$ cat src/rtl/icache_direct_if.sv
// Fetch-port and memory read-channel bundle for the direct-mapped I-cache.
// slave is the cache view; master is the datapath/memory side.
interface icache_direct_if;
  logic        iren;
  logic [31:0] iaddr;
  logic [31:0] iload;
  logic        iwait;
  logic        flush;
  logic        mem_req;
  logic [31:0] mem_addr;
  logic [31:0] mem_rdata;
  logic        mem_ready;

  modport slave (
    input  iren, iaddr, flush,
    input  mem_rdata, mem_ready,
    output iload, iwait,
    output mem_req, mem_addr
  );

  modport master (
    output iren, iaddr, flush,
    output mem_rdata, mem_ready,
    input  iload, iwait,
    input  mem_req, mem_addr
  );
endinterface

$ cat src/rtl/icache_direct.sv
// Direct-mapped read-only instruction cache.
// Misses fill a whole line word-by-word before the hit is served.
module icache_direct #(
  parameter int NUM_LINES      = 16,
  parameter int WORDS_PER_LINE = 4
) (
  input  logic             clk,
  input  logic             rst,
  icache_direct_if.slave   bus
);
  localparam int OFF_W  = $clog2(WORDS_PER_LINE);
  localparam int IDX_W  = $clog2(NUM_LINES);
  localparam int TAG_W  = 32 - 2 - OFF_W - IDX_W;
  localparam int LINE_W = TAG_W + IDX_W;
  localparam logic [31:0] NOP = 32'h0000_0013;
  localparam logic [OFF_W-1:0] LAST =
    OFF_W'(WORDS_PER_LINE - 1);

  typedef enum logic {IDLE, FILL} state_t;

  state_t state, state_n;

  logic [NUM_LINES-1:0] valid;
  logic [TAG_W-1:0]     tags [NUM_LINES];
  logic [31:0]          data [NUM_LINES][WORDS_PER_LINE];

  logic [OFF_W-1:0]  fill_cnt;
  logic [LINE_W-1:0] base;
  logic              poison;

  logic [OFF_W-1:0] offset;
  logic [IDX_W-1:0] index;
  logic [TAG_W-1:0] tag;
  logic [IDX_W-1:0] base_idx;
  logic [TAG_W-1:0] base_tag;
  logic             hit;
  logic             miss_start;
  logic             word_done;
  logic             line_done;

  assign offset   = bus.iaddr[2+OFF_W-1:2];
  assign index    = bus.iaddr[2+OFF_W+IDX_W-1:2+OFF_W];
  assign tag      = bus.iaddr[31:32-TAG_W];
  assign base_idx = base[IDX_W-1:0];
  assign base_tag = base[LINE_W-1:IDX_W];

  // A flush in IDLE masks the hit so the fetch waits out the invalidate.
  assign hit = bus.iren & (state == IDLE) & ~bus.flush
             & valid[index] & (tags[index] == tag);

  assign miss_start = (state == IDLE) & bus.iren
                    & ~hit & ~bus.flush;
  assign word_done  = (state == FILL) & bus.mem_ready;
  assign line_done  = word_done & (fill_cnt == LAST);

  always_ff @(posedge clk) begin
    if (rst) state <= IDLE;
    else     state <= state_n;
  end

  always_comb begin
    state_n = state;
    unique case (state)
      IDLE: if (miss_start) state_n = FILL;
      FILL: if (line_done)  state_n = IDLE;
      default: state_n = IDLE;
    endcase
  end

  always_comb begin
    bus.mem_req  = 1'b0;
    bus.mem_addr = '0;
    bus.iwait    = bus.iren & ~hit;
    bus.iload    = NOP;
    if (hit) bus.iload = data[index][offset];
    if (state == FILL) begin
      bus.mem_req  = 1'b1;
      bus.mem_addr = {base, fill_cnt, 2'b00};
    end
  end

  always_ff @(posedge clk) begin
    if (rst) begin
      valid    <= '0;
      fill_cnt <= '0;
      poison   <= 1'b0;
    end else begin
      if (bus.flush) valid <= '0;
      if (bus.flush && state == FILL) poison <= 1'b1;
      if (miss_start) fill_cnt <= '0;
      if (word_done) fill_cnt <= fill_cnt + 1'b1;
      // A flush seen anywhere in the fill leaves the line invalid.
      if (line_done) begin
        valid[base_idx] <= ~poison & ~bus.flush;
        poison          <= 1'b0;
        fill_cnt        <= '0;
      end
    end
  end

  always_ff @(posedge clk) begin
    if (miss_start) base <= bus.iaddr[31:2+OFF_W];
    if (word_done)  data[base_idx][fill_cnt] <= bus.mem_rdata;
    if (line_done)  tags[base_idx] <= base_tag;
  end
endmodule

$ cat src/flat_wrapper.sv
// flat-port wrapper written by rule: the top's interface ports become plain ports
module icache_direct_flat 
#(
  parameter int NUM_LINES      = 16,
  parameter int WORDS_PER_LINE = 4
)
  (clk, rst, bus_iren, bus_iaddr, bus_flush, bus_mem_rdata, bus_mem_ready, bus_iload, bus_iwait, bus_mem_req, bus_mem_addr);
  icache_direct_if bus_i ();
  input  logic clk;
  input  logic rst;
  input wire logic [$bits(bus_i.iren)-1:0] bus_iren;
  input wire logic [$bits(bus_i.iaddr)-1:0] bus_iaddr;
  input wire logic [$bits(bus_i.flush)-1:0] bus_flush;
  input wire logic [$bits(bus_i.mem_rdata)-1:0] bus_mem_rdata;
  input wire logic [$bits(bus_i.mem_ready)-1:0] bus_mem_ready;
  output wire logic [$bits(bus_i.iload)-1:0] bus_iload;
  output wire logic [$bits(bus_i.iwait)-1:0] bus_iwait;
  output wire logic [$bits(bus_i.mem_req)-1:0] bus_mem_req;
  output wire logic [$bits(bus_i.mem_addr)-1:0] bus_mem_addr;
  assign bus_i.iren = bus_iren;
  assign bus_i.iaddr = bus_iaddr;
  assign bus_i.flush = bus_flush;
  assign bus_i.mem_rdata = bus_mem_rdata;
  assign bus_i.mem_ready = bus_mem_ready;
  assign bus_iload = bus_i.iload;
  assign bus_iwait = bus_i.iwait;
  assign bus_mem_req = bus_i.mem_req;
  assign bus_mem_addr = bus_i.mem_addr;
  icache_direct #(.NUM_LINES(NUM_LINES), .WORDS_PER_LINE(WORDS_PER_LINE)) u_core (.clk(clk), .rst(rst), .bus(bus_i));
endmodule
$ cat config.mk
export PLATFORM = sky130hd
export DESIGN_NAME = icache_direct_flat
export DESIGN_NICKNAME = d
export VERILOG_FILES = /design/src/rtl/icache_direct_if.sv /design/src/rtl/icache_direct.sv /design/src/flat_wrapper.sv
export SDC_FILE = /design/constraint.sdc
export NUM_CORES = 2
export LEC_CHECK = 0
export ABC_CLOCK_PERIOD_IN_PS = 12300
export CORE_MARGIN = 2
export CORE_UTILIZATION = 64
export CTS_CLUSTER_DIAMETER = 80
export DETAILED_ROUTE_END_ITERATION = 7
export PLACE_DENSITY = 0.85
export SYNTH_ARGS = -nofsm -noshare
export SYNTH_HDL_FRONTEND = slang
export SYNTH_SLANG_ARGS = --single-unit
$ cat constraint.sdc
create_clock -name clk -period 12.3 [get_ports clk]
set_input_delay 1.845 -clock clk [delete_from_list [all_inputs] [get_ports clk]]
set_output_delay 1.845 -clock clk [all_outputs]
set_load 0.005 [all_outputs]
==> flow_metrics.tcl <==
set metrics [dict create \
    clock-root-buffer "clkbuf_16" \
    finalPower_w 0.0173 \
    nets 4185 \
    failed_checks "design-rule violations" \
    start_util_pct 64.4 \
    nFillCells 7014 \
    ys_warn_count 0 \
    ctsLongestPathBuffers 3 \
    totalWireLength_um 284000 \
    synth-edff-count 2460 \
    crit_fanout 70 \
    cp-end-kind "output pin" \
    row_count 141 \
    drtIter0Drc 10500 \
    postLayoutCoreUtil_pct 71.9 \
    slew_violations 0 \
    cts_buffers 223 \
    min_to "u_core.valid[15]$_SDFF_PP0_" \
    worst_path_max_delay_cell "buf_4" \
    place.port_buffers 130 \
    drt_first_pass_iters 8 \
    arrival_ns 7.52 \
    reg2reg_depth 9 \
    fin_tns_setup_ns 0 \
    syn_area_per_cell_sq_um 24.6 \
    r2r-end "u_core.base[27]$_DFFE_PP_" \
    finalSetupViolCount 0 \
    ios 135 \
    grt_pass1_vias 50300 \
    hold_depth 2 \
    synth.area.top_cells "edfxtp_1 78%, mux4_2 18%, dfxtp_1 0.42%" \
    cp_top_family "buffers and inverters" \
    cpPeakStageDelay_ns 0.88 \
    core-area_sq_um 148000 \
    synth-compound-area-share_pct 0.821 \
    routedWlPerCell_um 45.5 \
    hp-class "flip-flop to flip-flop" \
    ctsHoldBuffers 0 \
    r2r-start "u_core.tags[5][4]$_DFFE_PP_" \
    grtUsageTotal_pct 38.3 \
    htree_levels 4 \
    min_period_over_period_pct 76.1 \
    synth_ff_type "edfxtp_1" \
    slew_headroom_pct 10.1 \
    maxClockFrequency_ghz 0.107 \
    pwr_density_cell_nw_per_um2 162 \
    grtUsageMet2_pct 59.8 \
    synth_area_sq_um 95100 \
    clk_pin_slew_ns 0.06 \
    ys_seq_area_share_pct 78.1 \
    synthAdderAreaFrac_pct 0.0526 \
    synth_xor_area_share_pct 0.267 \
    drive_gt1_share_pct 30.4 \
    grt-busiest-layer "met2" \
    ant_nets 0 \
    use_met3_pct 10.7 \
    antenna_found_initial 22 \
    clock_latency_ns 0.89 \
    maxCapViolations 0 \
    die_h_um 389 \
    status "finished, violations left" \
    fin_skew_ns 0.0345 \
    path_cells "buf_8, buf_4, mux4_1, mux4_2, xnor2_1, nand2_1, a2111oi_2, nand3_1, or3_1, a311oi_2, clkdlybuf4s50_1" \
    post_cts_buffers 0 \
    synthDistinctLibCells 60 \
    grt_max_degree 154 \
    area_delta_synth_final_pct 11.7 \
    overflow 0 \
    finalCriticalPeriod_ns 9.37 \
    crit_path_start_kind "input pin" \
    drc 31 \
    required_ns 10.45 \
    worst_slew_pin_slew_ns 1.35 \
    hold_viol 0 \
    synthSimpleGateAreaFrac_pct 1.33 \
    grt_pass1_wl_um 398000 \
    crit_buf_inv 3 \
    reg2reg_setup_slack_ns 7.85 \
    yosysTopAreaCell "edfxtp_1" \
    async_flop_share_pct 0 \
    hold_start "u_core.valid[15]$_SDFF_PP0_" \
    critical_path_class "input pin to output pin" \
    yosysTopAreaCellShare_pct 77.7 \
    p_leak_nw 32.6 \
    cts_tree "yes" \
    dieArea_sq_um 152000 \
    cts_sinks 2480 \
    grt_setup_unrepaired "false" \
    synth_top_family_by_area "multiplexers" \
    ys_ff_latch 2480 \
    synth_mux_area_share_pct 18.4 \
    syn_inst 3870 \
    place_congestion 0.822 \
    via_count 50000 \
    die_w_um 389 \
    grt_use_met1_pct 49.8 \
    avgViaCountPerCell 8.01 \
    hpwl_um 130000 \
    peakVddDrop_mv 0.174 \
    cts-resized-gates 0 \
]
cells by family after synthesis:
| kind of cell | after synthesis |
|---|---|
| multiplexers | 789 |
| other | 1 |
| flip-flops | 2480 |
| AND/OR/NAND/NOR | 254 |
| buffers and inverters | 210 |
| adder cells (fa/ha/maj) | 4 |
| XOR/XNOR | 29 |
| AO/OA/AOI/OAI | 103 |
cell usage after synthesis (2+ instances only):
cell type,number
a211oi_1,10
a21oi_1,19
a221oi_1,5
a22o_1,4
a22oi_1,10
a311oi_2,10
a31oi_1,3
and2_1,53
and4_1,2
buf_1,47
buf_12,3
buf_2,46
buf_4,11
buf_6,8
clkbuf_1,88
dfxtp_1,20
edfxtp_1,2460
ha_1,4
inv_1,5
mux2_2,3
mux2i_1,25
mux4_1,12
mux4_2,749
nand2_1,54
nand2b_1,4
nand3_1,14
nand4_1,5
nor2_1,76
nor2b_1,17
o21ai_0,19
o21ai_1,5
o22ai_1,6
or2_2,3
or3_1,17
xnor2_1,19
xor2_1,10
routing by layer:
metal	wire (um)	part of all wire, %	vias to the layer above
met5	119	0.042	-
met4	19400	6.8	18
met3	41600	15	1311
met2	136000	48	5949
met1	86500	30	25500
li1	-	-	17200
through the flow:
step,hold slack [ns],worst slack [ns],cell area (sq um),instances
finish,0.504,2.93,106000,6238
floorplan,0.450,5.75,95100,3871
CTS,0.495,2.98,106000,6229
global route,0.501,2.76,106000,6231
detailed placement,0.471,3.16,99000,5817
global placement,0.459,3.32,99000,5817
placed cells by master, fill, tap and decap left out, types with 17 or more instances in the layout:
master,instances
buf_4,85
nor2b_1,17
buf_2,33
clkinv_2,54
mux4_2,749
and2_1,53
mux2i_1,25
nand2_1,54
clkdlybuf4s50_1,92
dfxtp_1,20
edfxtp_1,2460
or3_1,17
clkbuf_1,40
a21oi_1,19
nor2_4,65
xnor2_1,19
clkbuf_16,229
clkinv_1,38
o21ai_0,19
bufinv_16,20
where the power goes:
part | switching (W) | internal [W] | total (W) | leakage (nW)
sequential | 0.0000216 | 0.00929 | 0.00931 | 22.3
clock | 0.00328 | 0.00386 | 0.00715 | 3.55
combinational | 0.000483 | 0.000315 | 0.000798 | 6.77
total | 0.00379 | 0.0135 | 0.0173 | 32.6
registers in the layout (all words and copies together) (netlist names):
name	count
u_core.fill_cnt	2
u_core.data	2048
u_core.state	1
u_core.valid	16
u_core.base	28
u_core.tags	384
u_core.poison	1
area by class of cell:
cell class                 count  area [sq um]  area share [%]
tap                         1930          2410            2.27
clock inverter               138          1280            1.21
antenna                        9          22.5          0.0212
sequential                  2480         74300            69.9
timing repair buffer         221          1920            1.81
clock buffer                 274          5950            5.60
inverter                       5          23.8          0.0224
multi-input combinational   1181         20300            19.2
worst max-delay path by stage:
stage | startpoint | to | slack, ns | cells past startpoint
after floorplan | bus_iaddr[4] | bus_iload[10] | 5.75 | 9
final | bus_iaddr[4] | bus_iload[5] | 2.93 | 11
after CTS | bus_iaddr[4] | bus_iload[14] | 2.98 | 11
after global placement | bus_iaddr[4] | bus_iload[3] | 3.32 | 11
after global routing | bus_iaddr[4] | bus_iload[14] | 2.76 | 11
after detailed placement | bus_iaddr[4] | bus_iload[3] | 3.16 | 11
worst register-to-register path: stages (launching register included):
cell       delay (ns)
edfxtp_1         0.37
mux4_1           0.53
mux4_2           0.50
xnor2_1          0.60
nand3_1          0.34
a2111oi_2        0.49
nand3_1          0.24
nor3_4           0.19
buf_4            0.47
nor2_4           0.34
No activity file was read; power rests on OpenSTA's default activity.
